<file path="src/rtl/serial_rx.sv">
// serial_rx: asynchronous 8N1 receiver (MSB first) with a one-entry holding
// buffer, dsr ready handshake, and sticky framing/overrun flags.
module serial_rx #(
  parameter int unsigned BIT_PERIOD  = 106,
  parameter int unsigned HALF_PERIOD = BIT_PERIOD / 2
) (
  input  logic       clock,
  input  logic       reset,
  input  logic       rx_in,
  input  logic       rx_en,
  input  logic       rx_ack,
  output logic       dsr,
  output logic [7:0] rx_data,
  output logic       rx_full,
  output logic       rx_strobe,
  output logic       frame_error,
  output logic       overrun
);

  typedef enum logic [1:0] {
    R_IDLE  = 2'd0,
    R_START = 2'd1,
    R_DATA  = 2'd2,
    R_STOP  = 2'd3
  } state_t;

  localparam logic [9:0] BIT_LAST  = 10'(BIT_PERIOD - 1);
  localparam logic [9:0] HALF_LAST = 10'(HALF_PERIOD - 1);

  state_t     state;
  logic [9:0] cnt;
  logic [2:0] bit_idx;
  logic [7:0] shreg;
  logic       sync1;
  logic       rx_s;

  // Two-flop synchronizer; idles high so reset never looks like a start bit.
  always_ff @(posedge clock or posedge reset) begin
    if (reset) begin
      sync1 <= 1'b1;
      rx_s  <= 1'b1;
    end else begin
      sync1 <= rx_in;
      rx_s  <= sync1;
    end
  end

  assign dsr = rx_en && !rx_full;

  always_ff @(posedge clock or posedge reset) begin
    if (reset) begin
      state       <= R_IDLE;
      cnt         <= '0;
      bit_idx     <= '0;
      shreg       <= '0;
      rx_data     <= '0;
      rx_full     <= 1'b0;
      rx_strobe   <= 1'b0;
      frame_error <= 1'b0;
      overrun     <= 1'b0;
    end else begin
      rx_strobe <= 1'b0;
      if (rx_ack && rx_full) begin
        rx_full <= 1'b0;
        overrun <= 1'b0;
      end

      case (state)
        R_IDLE: begin
          if (rx_en && !rx_s) begin
            state <= R_START;
            cnt   <= '0;
          end
        end

        R_START: begin
          if (cnt == HALF_LAST) begin
            cnt     <= '0;
            bit_idx <= '0;
            state   <= rx_s ? R_IDLE : R_DATA;
          end else begin
            cnt <= cnt + 10'd1;
          end
        end

        R_DATA: begin
          if (cnt == BIT_LAST) begin
            cnt   <= '0;
            shreg <= {shreg[6:0], rx_s};
            if (bit_idx == 3'd7) state <= R_STOP;
            else bit_idx <= bit_idx + 3'd1;
          end else begin
            cnt <= cnt + 10'd1;
          end
        end

        R_STOP: begin
          if (cnt == BIT_LAST) begin
            cnt   <= '0;
            state <= R_IDLE;
            // An ack on this same edge frees the buffer for the new byte.
            if (!rx_s) begin
              frame_error <= 1'b1;
            end else if (rx_full && !rx_ack) begin
              overrun <= 1'b1;
            end else begin
              rx_data     <= shreg;
              rx_full     <= 1'b1;
              rx_strobe   <= 1'b1;
              frame_error <= 1'b0;
            end
          end else begin
            cnt <= cnt + 10'd1;
          end
        end

        default: state <= R_IDLE;
      endcase
    end
  end

endmodule

</file>
<file path="config.mk">
export PLATFORM = sky130hd
export DESIGN_NAME = serial_rx
export DESIGN_NICKNAME = d
export VERILOG_FILES = /design/src/rtl/serial_rx.sv
export SDC_FILE = /design/constraint.sdc
export NUM_CORES = 1
export LEC_CHECK = 0
export CAP_MARGIN = 20
export CORE_MARGIN = 1.5
export CORE_UTILIZATION = 55
export DETAILED_ROUTE_END_ITERATION = 10
export PLACE_DENSITY = 0.78
export SLEW_MARGIN = 20
export SYNTH_ARGS = -nofsm -noshare
export SYNTH_HDL_FRONTEND = slang
export SYNTH_SLANG_ARGS = --single-unit
</file>
<file path="constraint.sdc">
create_clock -name clock -period 2.8 [get_ports clock]
set_input_delay 0.56 -clock clock [delete_from_list [all_inputs] [get_ports clock]]
set_output_delay 0.56 -clock clock [all_outputs]
set_load 0.05 [all_outputs]
</file>
Word level (Yosys, flattened, before mapping)
Cells that the tools add are included.

Register bits: 37. Latch bits: 0. Bits in writable memories: 0. ROM bits: 0. Output and inout port bits: 13. Word-level logic and storage cells: 73. Memories: 0.

Add/subtract/negate cells: 2. $mul: 0. Divide/modulo/power cells: 0. Magnitude comparators: 0. Equal/unequal tests: 13. Shift operators: 0. Muxes and demuxes: 31. Bitwise logic cells: 1. Reduce and logical (&&, ||, !) cells: 15.

Operator list (number): 10-bit two-way mux (3); 10-bit case mux with 3 select lines (1); 1-bit two-way mux (16); 2-bit != test, second input constant (7); 2-bit two-way mux (6); 10-bit by 1-bit adder with 10-bit output, second input constant (1); 10-bit by 6-bit equality test with 1-bit output, second input constant (1); 10-bit by 7-bit equality test with 1-bit output, second input constant (1); 3-bit two-way mux (3); 2-bit case mux with 4 select lines (1); 4-bit AND reduction (2); 3-bit case mux with 2 select lines (1); 5-bit AND reduction (1); 2-bit equality test, second input constant (2); 1-bit logical AND (4); 3-bit by 1-bit adder with 3-bit output, second input constant (1); 3-bit equality test, second input constant (1); 1-bit logical NOT (3); 3-bit AND reduction (1); 2-bit by 1-bit equality test with 1-bit output, second input constant (1); 2-bit logical NOT (1); 2-bit AND reduction (1); 2-bit nonzero test (1); 2-bit OR reduction (1); 1-bit inverter (1).

Depth between registers and ports, before layout
Depth after elaboration: 6. Mapped depth: 7.

Least setup slack after synthesis
Ideal clock, no wire load.

Path kind: register to register. Start point: register cnt[1]. End point: register rx_data[0]. Arrival: 1.845 ns. Required time: 2.675 ns. Setup slack: 0.830 ns. Stages on the path, launching flop included: 8. Path through: dfrtp_1 -> inv_1 -> ha_1 -> and4bb_2 -> and3_1 -> buf_4 -> nor3b_4 -> mux2_2.

Cells in the longest elaborated chain, start to end: 2.

Ends and longest elaborated chain: start: declaration (RTL line 31) `logic [9:0] cnt;`; start signal: assignment (RTL line 82) `cnt <= cnt + 10'd1;`; start signal: assignment (RTL line 93) `cnt <= cnt + 10'd1;`; start signal: assignment (RTL line 113) `cnt <= cnt + 10'd1;`; 10-bit by 7-bit equality test with 1-bit output (RTL line 98) `if (cnt == BIT_LAST) begin`; 4-bit AND reduction (no source line); end signal: assignment (RTL line 107) `rx_data <= shreg;`; end: declaration (RTL line 13) `output logic [7:0] rx_data,`.

Every way passes these cells. A chain may end at the register's enable or synchronous reset.

Final worst setup path
Start point: register cnt[1]. End point: register rx_data[7].

The elaborated chain is that of the path after synthesis.

==> results.txt <==
R2R Setup Slk: 0.55 ns
Fmax: 0.445 GHz
Area after DPL: 1980 um2
Post-synthesis cell type count: 41
Resize count post-CTS: 0
Worst Setup Path Type: flop to flop
Fin crit share: 0.803
Global-route wire length before repair: 5380 um
Critical-path maximum fanout: 9
Routed vias/inst: 5.63
Endpoint class of the critical path: flop
Hold Startpoint: sync1
CTS tree: yes
Initial drt markers: 51
Hold Path Stages: 0
Footprint of the multi-input gates: 785 um2
RSZ-0062 raised after global routing: no
Hold worst-path end: rx_s
Worst R2R End: rx_data[7]
Clock buffer depth: 2
Avg WL per Cell: 14.1 um
DRC viols: 0
Sw Share: 0.228
CTS clk-pin slew, worst paths: 0.11 ns
CTS Hold Buffers Added: 0
Register area share after synthesis: 0.524
Post-CTS setup buffers: 0
Total net switching power: 189 uW
Final Wtd Congestion: 0.804
Leading cell type in the layout, fill and taps excluded: dfrtp_1
Ant diodes: 0
Critical Path RT: 3.04 ns
Port bufs: 17
Fill cells: 255
Cell area after layout: 2040 um2
Maxcap violations: 0
1st-pass router iterations: 5
Final net count: 192
Num Clock Sinks: 37
Tmin final: 2.25 ns
Placed insts: 219
Most frequent cells in the layout: 35 x dfrtp_1, 20 x nand2_1, 16 x clkdlybuf4s50_1
LEAKAGE: 0.918 nW
Post-synth EDFFs: 0
Slew Limit Fails: 0
Post-synthesis instance area: 1770 um2
Pwr Density: 407 nW/um2
Clk root buf: clkbuf_4
Final setup viols: 0
Seq cells post-synth: 37
Ratio of cells with drive above 1 in the final layout: 0.164
Die area: 3570 um2
Die height: 59.7 um
Worst-Margin Slew: 0.497 ns
Final wirelength: 3200 um
Non-filler cells, final: 227
Syn-to-layout area delta: 15.0%
Row cnt: 20
Reg area: 928 um2
Most used DFF post-synth: dfrtp_1
Max-slew headroom: 0.667
Final Hold Fails: 0
Worst r2r path cells: 6
Critical path origin: cnt[1]
Setup crit start kind: flop
GRT Util Overall: 0.208
Worst vdd ir: 0.284 mV
Total gr overflow: 0
Post-synthesis cell count: 161
Mean post-synth cell area: 11.0 um2
Htree depth: 2
Seq pwr share: 0.649
Total Neg Setup Slack: 0 ns
CP arrival: 2.49 ns
Core Area: 3050 um2
Async S/R FF share, synth: 1.00
Antenna violations before repair: 0
Status: completed
Vias post-DR: 1277
Total CTS buffers: 5
Synth warn: 0
Worst Clk Skew: 0.00554 ns
Overall power after layout: 828 uW
Comb pwr share: 0.028
HP Class: flop to flop
Largest net degree at the start of global routing: 38
Vias in the first global route: 1164
Initial Util: 0.580
Detail Route Antenna Nets: 0
Die X: 59.7 um
HPWL after DPL: 2290 um
Clk Latency, worst-skew pair: 0.34 ns
Int Power: 640 uW
Clock Power Share: 0.323
Reg-to-Reg Start: cnt[1]
Post-synthesis net count: 171
# IOs: 18
cell type report:
| type | count | area share |
|---|---|---|
| clock inverters | 2 | 0.00492 |
| flip-flops and latches | 37 | 0.456 |
| inverters | 9 | 0.0166 |
| repair buffers | 19 | 0.0897 |
| well taps | 44 | 0.0270 |
| multi-input cells | 110 | 0.385 |
| clock buffers | 6 | 0.0203 |
routing by layer:
metal | wire, um | part of all wire | vias up | global-route usage
li1 | - | - | 621 | -
met4 | 48 | 0.015 | 0 | 0.0794
met3 | 147 | 0.046 | 7 | 0.0779
met2 | 1460 | 0.46 | 27 | 0.297
met5 | 0 | 0 | - | 0
met1 | 1550 | 0.48 | 622 | 0.288
Yosys cell counts (2+ instances only):
cell type  instances  area share
nor4_1             2      0.0071
o31a_1             2      0.0099
o211ai_1           2      0.0085
o21ai_0            9       0.025
ha_1               5       0.035
nand3_1            6       0.017
nor3_1             3      0.0085
dfrtp_1           35        0.49
xor2_1             2      0.0099
nand4bb_1          2       0.013
o21a_1             2      0.0085
mux2_2            15       0.095
nand2_1           20       0.042
a21oi_1            3      0.0085
inv_1              9       0.019
nand4_1            4       0.014
or4_1              2      0.0085
clkbuf_1           3      0.0064
a31oi_1            4       0.014
nor2b_1            4       0.014
dfstp_2            2       0.030
mux2i_1            2       0.011
or3_1              2      0.0071
nor2_1             4      0.0085
worst max-delay path: stages (launching register included):
cell and delay (ns):
dfrtp_1 0.45, inv_1 0.10, ha_1 0.14, and4bb_2 0.27
and3_1 0.32, nor3b_4 0.49, mux2_2 0.40
power by group through the flow:
stage          Sequential [mW]  Combinational, mW  Clock (mW)
2_1_floorplan            0.548             0.0118           0
3_3_place_gp             0.548             0.0226           0
3_5_place_dp             0.548             0.0233           0
4_1_cts                  0.538             0.0234       0.275
5_1_grt                  0.538             0.0261       0.295
6_report                 0.538             0.0229       0.268
cells by family (layout without fill, tap and decap cells):
family / after synthesis / in the layout / share of synthesized area
and+or+nand+nor: 56 / 56 / 0.179
DFF: 37 / 37 / 0.524
AOI/OAI and AO/OA: 30 / 30 / 0.112
muxes: 17 / 17 / 0.107
buffers and inverters: 14 / 36 / 0.0325
adders and majority gates: 5 / 5 / 0.0353
xor gates and xnor gates: 2 / 2 / 0.00990
flip-flops by register name, indices dropped and copies added (netlist names), named ones only:
register,cells
frame_error,1
cnt,10
rx_s,1
state,1
rx_data,8
rx_strobe,1
sync1,1
rx_full,1
overrun,1
shreg,8
bit_idx,3
through the flow:
stage | setup slack, ns | hold slack [ns] | util
2_1_floorplan | 0.830 | 0.345 | -
3_3_place_gp | 0.652 | 0.350 | 0.650
3_5_place_dp | 0.576 | 0.350 | 0.650
4_1_cts | 0.548 | 0.369 | 0.667
5_1_grt | 0.364 | 0.370 | 0.667
6_report | 0.550 | 0.367 | 0.667
worst max-delay path by stage:
stage	to	slack (ns)	cells past startpoint
after global routing	rx_data[7]	0.36	6
after CTS	rx_data[7]	0.55	6
after floorplan	rx_data[0]	0.83	7
after global placement	rx_data[2]	0.65	6
after detailed placement	rx_data[7]	0.58	6
final	rx_data[7]	0.55	6
No activity file was read; power rests on OpenSTA's default activity.
